<file path="src/rtl/rate_mult_gen.sv">
// Parametrised binary rate multiplier: emits exactly `rate` registered pulses per
// 2^WIDTH enabled cycles, with shadowed rate, start/stop/one-shot control and terminal count.
module rate_mult_gen #(
    parameter int WIDTH = 8
) (
    input  logic             clock,
    input  logic             reset,
    input  logic             en,
    input  logic             start,
    input  logic             stop,
    input  logic             oneshot,
    input  logic             rate_load,
    input  logic [WIDTH-1:0] rate_in,
    output logic             pz,
    output logic             tc,
    output logic             done,
    output logic             busy,
    output logic [WIDTH-1:0] cnt_out
);

    localparam logic [WIDTH-1:0] ALL_ONES = {WIDTH{1'b1}};
    localparam logic [WIDTH-1:0] ZERO     = {WIDTH{1'b0}};
    localparam logic [WIDTH-1:0] ONE      = {{(WIDTH-1){1'b0}}, 1'b1};

    typedef enum logic {
        ST_IDLE = 1'b0,
        ST_RUN  = 1'b1
    } state_t;

    // Trailing-ones weighting: the first zero bit of c (from the LSB) at position t
    // selects rate bit WIDTH-1-t, so the MSB of rate fires on half the counts.
    function automatic logic brm_select(input logic [WIDTH-1:0] c,
                                        input logic [WIDTH-1:0] r);
        logic hit;
        logic searching;
        hit       = 1'b0;
        searching = 1'b1;
        for (int i = 0; i < WIDTH; i++) begin
            if (searching && !c[i]) begin
                hit       = r[WIDTH-1-i];
                searching = 1'b0;
            end
        end
        return hit;
    endfunction

    state_t           state_r;
    state_t           state_n_s;
    logic [WIDTH-1:0] cnt_r;
    logic [WIDTH-1:0] cnt_n_s;
    logic [WIDTH-1:0] rate_pend_r;
    logic [WIDTH-1:0] rate_act_r;
    logic [WIDTH-1:0] rate_act_n_s;
    logic [WIDTH-1:0] rate_src_s;
    logic             mode_os_r;
    logic             mode_os_n_s;
    logic             p_s;
    logic             tc_s;
    logic             done_s;
    logic             pz_r;
    logic             tc_r;
    logic             done_r;
    logic             busy_r;

    // A same-cycle load bypasses the pending register so the new rate is never lost.
    assign rate_src_s = rate_load ? rate_in : rate_pend_r;

    // Next-state, counter, active-rate and pre-register output decode.
    always_comb begin
        state_n_s    = state_r;
        cnt_n_s      = cnt_r;
        rate_act_n_s = rate_act_r;
        mode_os_n_s  = mode_os_r;
        p_s          = 1'b0;
        tc_s         = 1'b0;
        done_s       = 1'b0;
        case (state_r)
            ST_IDLE: begin
                cnt_n_s      = ZERO;
                rate_act_n_s = rate_src_s;
                if (start && !stop) begin
                    state_n_s   = ST_RUN;
                    mode_os_n_s = oneshot;
                end else begin
                    state_n_s   = ST_IDLE;
                end
            end
            ST_RUN: begin
                if (stop) begin
                    state_n_s = ST_IDLE;
                    cnt_n_s   = ZERO;
                end else if (en) begin
                    if (cnt_r == ALL_ONES) begin
                        tc_s         = 1'b1;
                        cnt_n_s      = ZERO;
                        rate_act_n_s = rate_src_s;
                        if (mode_os_r) begin
                            done_s    = 1'b1;
                            state_n_s = ST_IDLE;
                        end else begin
                            state_n_s = ST_RUN;
                        end
                    end else begin
                        p_s     = brm_select(cnt_r, rate_act_r);
                        cnt_n_s = cnt_r + ONE;
                    end
                end else begin
                    cnt_n_s = cnt_r;
                end
            end
            default: begin
                state_n_s = ST_IDLE;
                cnt_n_s   = ZERO;
            end
        endcase
    end

    // State, counter, rate registers and registered outputs.
    always_ff @(posedge clock) begin
        if (reset) begin
            state_r     <= ST_IDLE;
            cnt_r       <= ZERO;
            rate_pend_r <= ZERO;
            rate_act_r  <= ZERO;
            mode_os_r   <= 1'b0;
            pz_r        <= 1'b0;
            tc_r        <= 1'b0;
            done_r      <= 1'b0;
            busy_r      <= 1'b0;
        end else begin
            state_r     <= state_n_s;
            cnt_r       <= cnt_n_s;
            rate_pend_r <= rate_src_s;
            rate_act_r  <= rate_act_n_s;
            mode_os_r   <= mode_os_n_s;
            pz_r        <= p_s;
            tc_r        <= tc_s;
            done_r      <= done_s;
            busy_r      <= (state_n_s == ST_RUN);
        end
    end

    assign pz      = pz_r;
    assign tc      = tc_r;
    assign done    = done_r;
    assign busy    = busy_r;
    assign cnt_out = cnt_r;

endmodule

</file>
<file path="config.mk">
export PLATFORM = sky130hd
export DESIGN_NAME = rate_mult_gen
export DESIGN_NICKNAME = d
export VERILOG_FILES = /design/src/rtl/rate_mult_gen.sv
export SDC_FILE = /design/constraint.sdc
export NUM_CORES = 1
export LEC_CHECK = 0
export ABC_AREA = 1
export BUFFER_PORTS_ARGS = -buffer_cell sky130_fd_sc_hd__buf_2
export CORE_MARGIN = 2
export CORE_UTILIZATION = 31
export DETAILED_ROUTE_END_ITERATION = 8
export MAX_ROUTING_LAYER = met4
export PLACE_DENSITY_LB_ADDON = 0.15
export SLEW_MARGIN = 40
export SYNTH_ARGS = -nofsm -noshare
export SYNTH_HDL_FRONTEND = slang
export SYNTH_SLANG_ARGS = --single-unit
</file>
<file path="constraint.sdc">
create_clock -name clock -period 3.52 [get_ports clock]
set_input_delay 0.704 -clock clock [delete_from_list [all_inputs] [get_ports clock]]
set_output_delay 0.704 -clock clock [all_outputs]
set_load 0.01 [all_outputs]
</file>
Word level (Yosys, flattened, before mapping)
Cells that the tools add are included.

Output and inout bits: 12. Register bits after elaboration: 29. Logic and storage cells: 98.

Eq/ne operators: 5. Multiplexer cells: 60. Reduce and logical (&&, ||, !) cells: 21. Bitwise operators: 3. Add/subtract/negate cells: 1.

Operator list (number): 2-to-1 mux 8 bit (7); 2-to-1 mux 1 bit (50); one-hot mux 8 bit (2 select lines) (2); OR reduction 5 bit (2); adder 8 x 1 -> 8 bit (second input constant) (1); equality test 8 bit (second input constant) (1); logical AND 1 bit (8); zero test 1 bit (8); inequality test 2 bit (second input constant) (2); OR reduction 4 bit (1); inequality test 3 bit (second input constant) (1); inverter 1 bit (3); AND reduction 3 bit (1); inequality test 2 x 1 -> 1 bit (second input constant) (1); one-hot mux 1 bit (2 select lines) (1); AND reduction 2 bit (1).

Longest topological paths before layout
Gate-level depths: netlist of the first run.

Word-level depth: 43. Gate-level depth with buffers: 8. Depth with buffers taken out: 8.

Worst setup path after synthesis of the first run
No wires, ideal clock.

Path kind: input -> register. Start point: in en. End point: reg rate_act_r[0]. Path slack: 2.120 ns. Library setup time: 0.113 ns. Data required time: 3.407 ns. Arrival time: 1.287 ns. Cell stages on the path: 7. Cell sequence: inv_1 -> nor2_1 -> nand3_4 -> nand2_8 -> inv_6 -> nor2_2 -> nor2_1.

Longest elaborated chain between the ends: 2.

Ends and longest elaborated chain: start: declaration (line 8) `input logic en,`; inequality test 2 bit (no line); AND reduction 3 bit (no line); end signal: assignment (line 134) `rate_act_r <= rate_act_n_s;`; end: declaration (line 52) `logic [WIDTH-1:0] rate_act_r;`.

Every way passes these cells. A chain may end at the register's enable or synchronous reset.

Final worst setup path of the first run
Start point: reg cnt_r[3] (netlist: cnt_out[3]). End point: out cnt_out[3].

RTL lines: start: declaration (line 49) `logic [WIDTH-1:0] cnt_r;`; start signal: assignment (line 132) `cnt_r <= cnt_n_s;`; end: declaration (line 18) `output logic [WIDTH-1:0] cnt_out`.

No word-level cell between the ends.

==> results of run 1 <==
-- logic make-up after synthesis --
kind of cell | synth area share
simple gates | 0.324
compound gates | 0.126
flops | 0.411
buf+inv | 0.113
fa+ha+maj | 0.0266
-- how the worst min path moves through the flow --
stage                     end  cells past startpoint  slack (ns)
finish              mode_os_r                      2        0.45
global route        mode_os_r                      2        0.48
CTS                 mode_os_r                      2        0.45
detailed placement  mode_os_r                      2        0.44
global placement    mode_os_r                      2        0.44
floorplan           mode_os_r                      2        0.42
-- per-stage QoR --
step | power [mW] | util | area [µm²] | hold slack, ns | instances
4_1_cts | 0.731 | 0.387 | 1700 | 0.451 | 282
3_5_place_dp | 0.426 | 0.364 | 1600 | 0.442 | 274
5_1_grt | 0.759 | 0.387 | 1700 | 0.478 | 282
6_report | 0.719 | 0.387 | 1700 | 0.446 | 282
3_3_place_gp | 0.426 | 0.364 | 1600 | 0.444 | 274
2_1_floorplan | 0.406 | - | 1410 | 0.424 | 199
-- routing by layer --
| layer | global-route usage | part of all wire | vias up |
|---|---|---|---|
| met5 | - | 0 | - |
| met4 | 0.0818 | 0.028 | 0 |
| met3 | 0.0394 | 0.050 | 9 |
| met2 | 0.217 | 0.45 | 31 |
| met1 | 0.161 | 0.47 | 517 |
| li1 | - | - | 679 |
-- synthesized netlist by cell type --
cell and instances:
a211oi_1 1, a21oi_1 11, buf_2 1, clkbuf_1 2, dfxtp_1 29, ha_1 3
inv_1 36, inv_2 1, inv_6 1, nand2_1 36, nand2_2 1, nand2_8 1
nand3_1 9, nand3_2 1, nand3_4 1, nand3b_1 1, nand4_1 3, nor2_1 26
nor2_2 10, nor2_4 2, nor3_1 3, o21ai_0 11, o21ai_1 7, o21ai_2 1
o32ai_2 1
-- area by class of cell --
type                       instances  area, µm²
sequential                        29        581
clock inverter                     1       5.00
timing repair buffer              26        130
tap                               52       65.1
fill                             467       2690
multi-input combinational        129        673
clock buffer                       7       96.3
inverter                          38        148
-- power by group through the flow --
| stage | sequential [mW] | clock (mW) | combinational, mW |
|---|---|---|---|
| 2_1_floorplan | 0.358 | 0 | 0.0473 |
| 3_3_place_gp | 0.360 | 0 | 0.0659 |
| 3_5_place_dp | 0.360 | 0 | 0.0658 |
| 4_1_cts | 0.353 | 0.312 | 0.0663 |
| 5_1_grt | 0.354 | 0.328 | 0.0776 |
| 6_report | 0.352 | 0.301 | 0.0649 |
-- flip-flops by register name, indices dropped and copies added (netlist names) --
name / count
mode_os_r: 1
cnt_out: 8
rate_act_r: 8
pz: 1
rate_pend_r: 8
done: 1
busy: 1
tc: 1
-- cell usage in the layout, fill, tap and decap left out, types with 3 or more instances in the layout --
cell type  instances
nor2_1            26
nand3_1            9
o21ai_1            7
inv_1             36
nand4_1            3
clkbuf_8           7
nand2_1           36
dfxtp_1           29
a21oi_1           11
nor2_2            10
ha_1               3
buf_2             26
o21ai_0           11
nor3_1             3
==> key figures, run 1 <==
Run status
  • Status: complete, no violations

Critical path
  • Crit-path max FO: 8
  • WP data arrival: ~0.99 ns
  • Worst setup SP type: flop
  • CP Cell Sequence: buf_2
  • Critical path buffer and inverter count: 1
  • Reg2reg path depth: 8
  • R2r startpoint: cnt_out[0]
  • CP top delay family: flip-flops
  • CP Capture Type: output port
  • R2r setup slk: around 2 ns
  • Type of the worst setup path: reg2out
  • Setup crit start: cnt_out[3]
  • Setup crit end: cnt_out[3]
  • Worst path max stage delay: between 0.5 and 0.6 ns
  • CP required: between 2 and 3 ns
  • WP depth: 1
  • Reg-to-Reg End: rate_act_r[1]
  • Slowest-stage cell, CP: dfxtp_1

STA
  • Fin. max-slew vios: 0
  • Slew margin rel.: 0.784
  • Least-Margin Pin Slew: ~0.32 ns
  • Fin Setup TNS: 0 ns
  • Final Cycle Share: 0.480
  • RSZ-0062 raised after global routing: false
  • Max Fclk: 592 MHz
  • Final Skew: roughly 0.0033 ns
  • Final Setup Violations: 0
  • Slack of the critical path: ~1.8 ns
  • Final hold violation count: 0
  • Min Tclk post-route: ~1.7 ns

Pwr
  • Net Sw Frac: 0.239
  • Cell-internal power: 0.547 mW
  • Pwr per Cell Area: 423 mW/mm²
  • Gate power share: 0.090
  • Clock power frac: 0.419
  • Peak supply drop: about 300 µV
  • Pleak: about 0.77 nW
  • Psw: 0.172 mW
  • Sequential share of power: 0.490

Cells and area
  • # diodes: 0
  • Nets: approximately 250
  • Area grow syn2layout: 20.1%
  • Ratio of cells with drive above 1 in the final layout: 0.235

Clocking
  • # H-tree levels: 2
  • CTS tree: done
  • CTS Hold Bufs: 0
  • Root Driver: clkbuf_8
  • Num CTS Buffers: 5
  • Post-CTS resize count: 0
  • Clock Path Buffers: 2
  • Post-CTS setup buffers: 0
  • Clock latency on the worst-skew pair: about 0.28 ns
  • Clk pin slew, worst setup/hold paths: around 0.060 ns
  • Clk sink count: 29

Placed design
  • Final HPWL DP: roughly 2300 µm
  • GP Congestion: 0.849
  • Pre-CTS setup slack: about 1.8 ns
  • IO Port Bufs: 26

Synth
  • Seq cells post-synth: 29
  • Synthesized area: between 0.001 and 0.0015 mm²
  • Unique masters post-synth: 25
  • Syn_nets: 217
  • Mapped Cells: roughly 200
  • Share of the synthesized area in the top cell type: 0.411
  • Synth area leaders: dfxtp_1, inv_1, nand2_1
  • Avg Inst Size Synth: 7.10 µm²
  • Seq/Total Area, Yosys: 0.411
  • Yosys warning count: 0
  • Leading area contributor after synthesis: dfxtp_1

Route
  • Initial drt markers: 63
  • DR WL/cell: ~11 µm
  • Post-route ant nets: 0
  • DR vias/cell: 4.38
  • Vias: approximately 1.2k
  • Final wirelength: 2990 µm
  • Drt pass-1 iters: 4
  • Drc violations: 0

Die
  • Cell Rows: 24
  • Die W: just over 70 µm
  • Io pins: 27
  • Starting Density: 0.322
  • Core ar.: between 0.004 and 0.005 mm²
  • Die height: 71.5 µm
  • Die area: 0.00512 mm²

Job
  • Max cap viols: 0

Global route
  • Largest net degree at the start of global routing: 17
  • GRT Util Overall: 0.140
  • Vias in the first global route: between 1k and 1.5k
  • Antenna violations before repair: 0
  • Global route overflow: 0
  • First-pass GRT wire length: approximately 5300 µm

Hold path
  • Startpoint of the worst hold path: mode_os_r
  • Worst hold path type: reg2reg
(Power assumes the default switching activity.)
==> inputs of run 2 (changes only) <==
==> constraint.sdc (replaced) <==
create_clock -name clock -period 1.51 [get_ports clock]
set_input_delay 0.302 -clock clock [delete_from_list [all_inputs] [get_ports clock]]
set_output_delay 0.302 -clock clock [all_outputs]
set_load 0.01 [all_outputs]
==> run 2 against run 1 <==
- count of clock-buffer cells in the layout unchanged
- worst hold slack worse by 0.15 ns
- utilization up 1.2 points
- worst setup slack worse by 1.6 ns
- via count is 0.89% higher
- clock power grew 140%
- sequential power rose by 130%
- combinational power rose by 140%
- cell count is 2.5% higher
- sequential cell count unchanged
- register-to-register slack worse by 1.9 ns
- highest routed layer unchanged
==> key figures, run 2 (synthesis gave the netlist of run 1 again) <==
Clocking
  • Clock latency on the worst-skew pair: 0.28 ns (about the same)
  • # H-tree levels: 2 (unchanged)
  • Num CTS Buffers: 5 (unchanged)
  • Clk sink count: 29 (unchanged)
  • Clk pin slew, worst setup/hold paths: 0.06 ns (about the same)
  • Root Driver: clkbuf_8 (unchanged)
  • Post-CTS setup buffers: 0 (unchanged)
  • Post-CTS resize count: 0 (unchanged)
  • CTS Hold Bufs: 0 (unchanged)
  • Clock Path Buffers: 2 (unchanged)
  • CTS tree: done (unchanged)

STA
  • Min Tclk post-route: roughly 1.3 ns
  • Final Cycle Share: 0.877
  • Final Setup Violations: 0 (unchanged)
  • RSZ-0062 raised after global routing: false (unchanged)
  • Max Fclk: 755 MHz
  • Fin Setup TNS: 0 ns (unchanged)
  • Least-Margin Pin Slew: 0.334 ns (was 0.324 ns)
  • Fin. max-slew vios: 0 (unchanged)
  • Slew margin rel.: 0.776 (was 0.784)
  • Final Skew: 0.00543 ns (was 0.00325 ns)
  • Final hold violation count: 0 (unchanged)

Critical path
  • Worst setup SP type: flop (unchanged)
  • CP top delay family: simple AND/OR/NAND/NOR gates (was flip-flops)
  • Type of the worst setup path: reg2reg (was reg2out)
  • Critical path buffer and inverter count: 1 (unchanged)
  • CP Capture Type: flop (was output port)
  • CP required: 1.69 ns (was 2.82 ns)
  • R2r setup slk: 0.18 ns (was 2.06 ns)
  • CP Cell Sequence: ha_1 -> nand2_1 -> nor2_4 -> nand3_4 -> nand2_8 -> inv_6 -> nor2_2 -> nor2_1 (was buf_2)
  • Crit-path max FO: 9 (was 8)
  • Worst path max stage delay: 0.34 ns (was 0.51 ns)
  • WP data arrival: 1.51 ns (was 0.99 ns)
  • Slowest-stage cell, CP: dfxtp_1 (unchanged)

Pwr
  • Pleak: 0.811 nW (was 0.774 nW)
  • Cell-internal power: 1.28 mW (was 0.547 mW)
  • Peak supply drop: 597 µV (was 301 µV)
  • Pwr per Cell Area: 967 mW/mm² (was 423 mW/mm²)
  • Clock power frac: 0.422 (was 0.419)
  • Psw: 0.413 mW (was 0.172 mW)
  • Gate power share: 0.094 (was 0.090)
  • Sequential share of power: 0.484 (was 0.490)
  • Net Sw Frac: 0.244 (was 0.239)

Global route
  • Largest net degree at the start of global routing: 17 (unchanged)
  • GRT Util Overall: 0.140 (about the same)
  • Vias in the first global route: 1265 (was 1253)
  • Global route overflow: 0 (unchanged)
  • First-pass GRT wire length: 5320 µm (was 5310 µm)
  • Antenna violations before repair: 0 (unchanged)

Route
  • Vias: 1247 (was 1236)
  • DR vias/cell: 4.31 (was 4.38)
  • Final wirelength: 2890 µm (was 2990 µm)
  • Post-route ant nets: 0 (unchanged)
  • Drc violations: 0 (unchanged)
  • DR WL/cell: 10.0 µm (was 10.6 µm)
  • Drt pass-1 iters: 4 (unchanged)
  • Initial drt markers: 122 (was 63)

Cells and area
  • Post-route cell area: 0.00175 mm² (was 0.00170 mm²)
  • # diodes: 0 (unchanged)
  • Fin cells: 289 (was 282)
  • Most frequent cells in the layout: inv_1, nand2_1, dfxtp_1 (unchanged)
  • Nets: 254 (was 247)
  • Area grow syn2layout: 23.8% (was 20.1%)
  • Ratio of cells with drive above 1 in the final layout: 0.257 (was 0.235)
  • Final Core Density: 0.399 (was 0.387)

Die
  • Die height: 71.5 µm (unchanged)
  • Io pins: 27 (unchanged)
  • Starting Density: 0.322 (unchanged)
  • Die W: 71.5 µm (unchanged)
  • Cell Rows: 24 (unchanged)
  • Die area: 0.00512 mm² (unchanged)
  • Core ar.: 0.00438 mm² (unchanged)

Hold path
  • Worst hold path type: in2reg (was reg2reg)

Placed design
  • IO Port Bufs: 26 (unchanged)
  • Final HPWL DP: 2270 µm (was 2300 µm)
  • Post-Place Cell Area: 0.00165 mm² (was 0.00160 mm²)
  • GP Congestion: 0.820 (was 0.849)
  • Placed cells: 281 (was 274)

Job
  • Max cap viols: 0 (unchanged)

Run status
  • Status: complete, no violations (unchanged)
-- run 2: worst reg2reg max path, delay by kind of cell, from the launching register on --
family / cells / cell delay, ns
buffers and inverters: 1 / 0.07
AND/OR/NAND/NOR: 6 / 0.65
adder cells (fa/ha/maj): 1 / 0.17
flip-flops: 1 / 0.34
-- run 2: layout make-up --
class / instances / area (µm²)
Multi-Input combinational cell: 129 / 673
Clock inverter: 1 / 5.00
Clock buffer: 7 / 96.3
Sequential cell: 29 / 581
Inverter: 38 / 148
Tap cell: 52 / 65.1
Timing Repair Buffer: 33 / 183
Fill cell: 481 / 2630
-- run 2: worst paths after layout --
| path | end | from | depth (start not counted) |
|---|---|---|---|
| max | rate_act_r[0] | cnt_out[0] | 8 |
| min | mode_os_r | oneshot | 3 |
| max reg2reg | rate_act_r[0] | cnt_out[0] | 8 |
| min reg2reg | mode_os_r | mode_os_r | 2 |
-- run 2: layer usage --
layer	wire, µm	global-route usage	vias to the layer above	part of all wire
met3	160	0.0422	7	0.055
met5	0	-	-	0
met2	1240	0.212	30	0.43
li1	-	-	695	-
met4	76	0.0922	0	0.026
met1	1410	0.158	515	0.49
-- run 2: stage by stage --
| stage | worst slack [ns] | total power [mW] | hold WS, ns |
|---|---|---|---|
| 2_1_floorplan | 0.162 | 0.946 | 0.418 |
| 3_3_place_gp | 0.206 | 0.997 | 0.457 |
| 3_5_place_dp | 0.206 | 0.996 | 0.455 |
| 4_1_cts | 0.184 | 1.72 | 0.288 |
| 5_1_grt | 0.0508 | 1.78 | 0.313 |
| 6_report | 0.185 | 1.69 | 0.296 |
-- run 2: power by group through the flow --
stage                     sequential [mW]  clock [mW]  combinational, mW
final                               0.818       0.714              0.159
after global routing                0.823       0.762              0.192
after CTS                           0.819       0.742              0.162
after detailed placement            0.836           0              0.161
after global placement              0.835           0              0.161
after floorplan                     0.835           0              0.110
==> inputs of run 3 (changes only) <==
--- a/config.mk
+++ b/config.mk
@@ -12,6 +12,7 @@
 export DETAILED_ROUTE_END_ITERATION = 8
 export MAX_ROUTING_LAYER = met4
 export PLACE_DENSITY_LB_ADDON = 0.15
+export RECOVER_POWER = 100
 export SLEW_MARGIN = 40
 export SYNTH_ARGS = -nofsm -noshare
 export SYNTH_HDL_FRONTEND = slang
==> run 3 against run 2 <==
- power fell by 0.31%
- critical path depth fell by 6
- sequential cell count did not move
- sequential share of layout area rose by 0.60 points
- via count fell by 0.72%
- combinational power barely moved
- first-iteration DRC count fell by 0.82%
- utilization fell by 0.71 points
- sequential power barely moved
- clock skew barely moved
==> key figures, run 3 (synthesis gave the netlist of run 1 again) <==
STA
  • RSZ-0062 raised after global routing: false (unchanged)
  • Final Cycle Share: 0.915 (was 0.877)
  • Fin Setup TNS: 0 ns (unchanged)
  • Final Setup Violations: 0 (unchanged)
  • Fin. max-slew vios: 0 (unchanged)
  • Max Fclk: 724 MHz (was 755 MHz)
  • Final hold violation count: 0 (unchanged)
  • Final Skew: 0.00512 ns (was 0.00543 ns)
  • Min Tclk post-route: 1.38 ns (was 1.33 ns)
  • Slew margin rel.: 0.768 (was 0.776)
  • Fin Hold WS: 0.298 ns (was 0.296 ns)
  • Least-Margin Pin Slew: 0.346 ns (was 0.334 ns)
  • Slack of the critical path: 0.128 ns (was 0.185 ns)

Placed design
  • Final HPWL DP: 2270 µm (unchanged)
  • Pre-CTS setup slack: 0.206 ns (unchanged)
  • IO Port Bufs: 26 (unchanged)
  • GP Congestion: 0.820 (unchanged)
  • Post-Place Cell Area: 0.00165 mm² (unchanged)

Hold path
  • Hold path depth: 3 (unchanged)
  • Endpoint, Worst Hold: mode_os_r (unchanged)
  • Worst hold path type: in2reg (unchanged)
  • Startpoint of the worst hold path: oneshot (unchanged)

Clocking
  • Post-CTS resize count: 0 (unchanged)
  • Num CTS Buffers: 5 (unchanged)
  • # H-tree levels: 2 (unchanged)
  • Clock Path Buffers: 2 (unchanged)
  • Clock latency on the worst-skew pair: 0.28 ns (about the same)
  • Clk pin slew, worst setup/hold paths: 0.06 ns (about the same)
  • CTS tree: done (unchanged)
  • Clk sink count: 29 (unchanged)
  • CTS Hold Bufs: 0 (unchanged)
  • Root Driver: clkbuf_8 (unchanged)
  • Post-CTS setup buffers: 0 (unchanged)

Die
  • Die height: 71.5 µm (unchanged)
  • Die area: 0.00512 mm² (unchanged)
  • Core ar.: 0.00438 mm² (unchanged)
  • Io pins: 27 (unchanged)
  • Die W: 71.5 µm (unchanged)
  • Starting Density: 0.322 (unchanged)
  • Cell Rows: 24 (unchanged)

Critical path
  • Worst setup SP type: flop (unchanged)
  • Reg2reg path depth: 8 (unchanged)
  • CP required: 1.21 ns (was 1.69 ns)
  • Type of the worst setup path: reg2out (was reg2reg)
  • Reg-to-Reg End: rate_act_r[3] (was rate_act_r[0])
  • WP data arrival: 1.08 ns (was 1.51 ns)
  • Crit-path max FO: 7 (was 9)
  • CP Capture Type: output port (was flop)
  • R2r startpoint: cnt_out[0] (unchanged)
  • R2r setup slk: 0.16 ns (was 0.18 ns)

Global route
  • Vias in the first global route: 1265 (unchanged)
  • GRT Util Overall: 0.140 (unchanged)
  • First-pass GRT wire length: 5320 µm (unchanged)
  • Largest net degree at the start of global routing: 17 (unchanged)
  • Global route overflow: 0 (unchanged)
  • Antenna violations before repair: 0 (unchanged)

Route
  • Post-route ant nets: 0 (unchanged)
  • DR WL/cell: 10.1 µm (was 10.0 µm)
  • Initial drt markers: 121 (was 122)
  • Final wirelength: 2930 µm (was 2890 µm)
  • Drc violations: 0 (unchanged)
  • Drt pass-1 iters: 4 (unchanged)
  • DR vias/cell: 4.28 (was 4.31)
  • Vias: 1238 (was 1247)

Cells and area
  • # fillers: 484 (was 481)
  • Nets: 254 (unchanged)
  • Ratio of cells with drive above 1 in the final layout: 0.203 (was 0.257)
  • Area grow syn2layout: 21.6% (was 23.8%)
  • Post-route cell area: 0.00172 mm² (was 0.00175 mm²)
  • # diodes: 0 (unchanged)
  • Most frequent cells in the layout: inv_1, nand2_1, dfxtp_1 (unchanged)

Run status
  • Status: complete, no violations (unchanged)

Pwr
  • Peak supply drop: 600 µV (was 597 µV)
  • Pleak: 0.763 nW (was 0.811 nW)
  • Pwr per Cell Area: 981 mW/mm² (was 967 mW/mm²)
  • Post-layout power: 1.69 mW (about the same)

Job
  • Max cap viols: 0 (unchanged)
==> run 3: how the worst max path moves through the flow <==
stage,from,endpoint,cells after the start
2_1_floorplan,cnt_out[0],rate_act_r[0],8
3_3_place_gp,cnt_out[0],rate_act_r[1],8
3_5_place_dp,cnt_out[0],rate_act_r[0],8
4_1_cts,cnt_out[0],rate_act_r[0],8
5_1_grt,cnt_out[0],rate_act_r[3],8
6_report,cnt_out[3],cnt_out[3],2
==> run 3: stage by stage <==
stage	std cells	utilization
finish	289	0.392
global route	289	0.392
CTS	289	0.399
detailed placement	281	0.376
global placement	281	0.376
floorplan	199	-
==> run 3: layout make-up <==
type	count	area, µm²	area share
well taps	52	65.1	0.0378
clock buffers	7	96.3	0.0560
multi-input cells	129	663	0.386
repair buffers	33	164	0.0953
flip-flops and latches	29	581	0.338
inverters	38	145	0.0844
clock inverters	1	5.00	0.00291
==> run 3: critical path: stages, from the launching register on <==
cell      delay [ns]
dfxtp_1         0.34
clkbuf_1        0.27
buf_2           0.19
==> run 3: where the power goes <==
part | internal, mW | switching (mW) | leakage, nW
Sequential | 0.803 | 0.0156 | 0.238
Clock | 0.411 | 0.301 | 0.0542
Combinational | 0.0639 | 0.0923 | 0.471
==> run 3: per-layer routing <==
| layer | track usage | wire length (µm) | vias to the layer above |
|---|---|---|---|
| li1 | - | - | 695 |
| met1 | 0.158 | 1470 | 513 |
| met2 | 0.212 | 1290 | 28 |
| met3 | 0.0422 | 147 | 2 |
| met4 | 0.0922 | 25 | 0 |
| met5 | - | 0 | - |
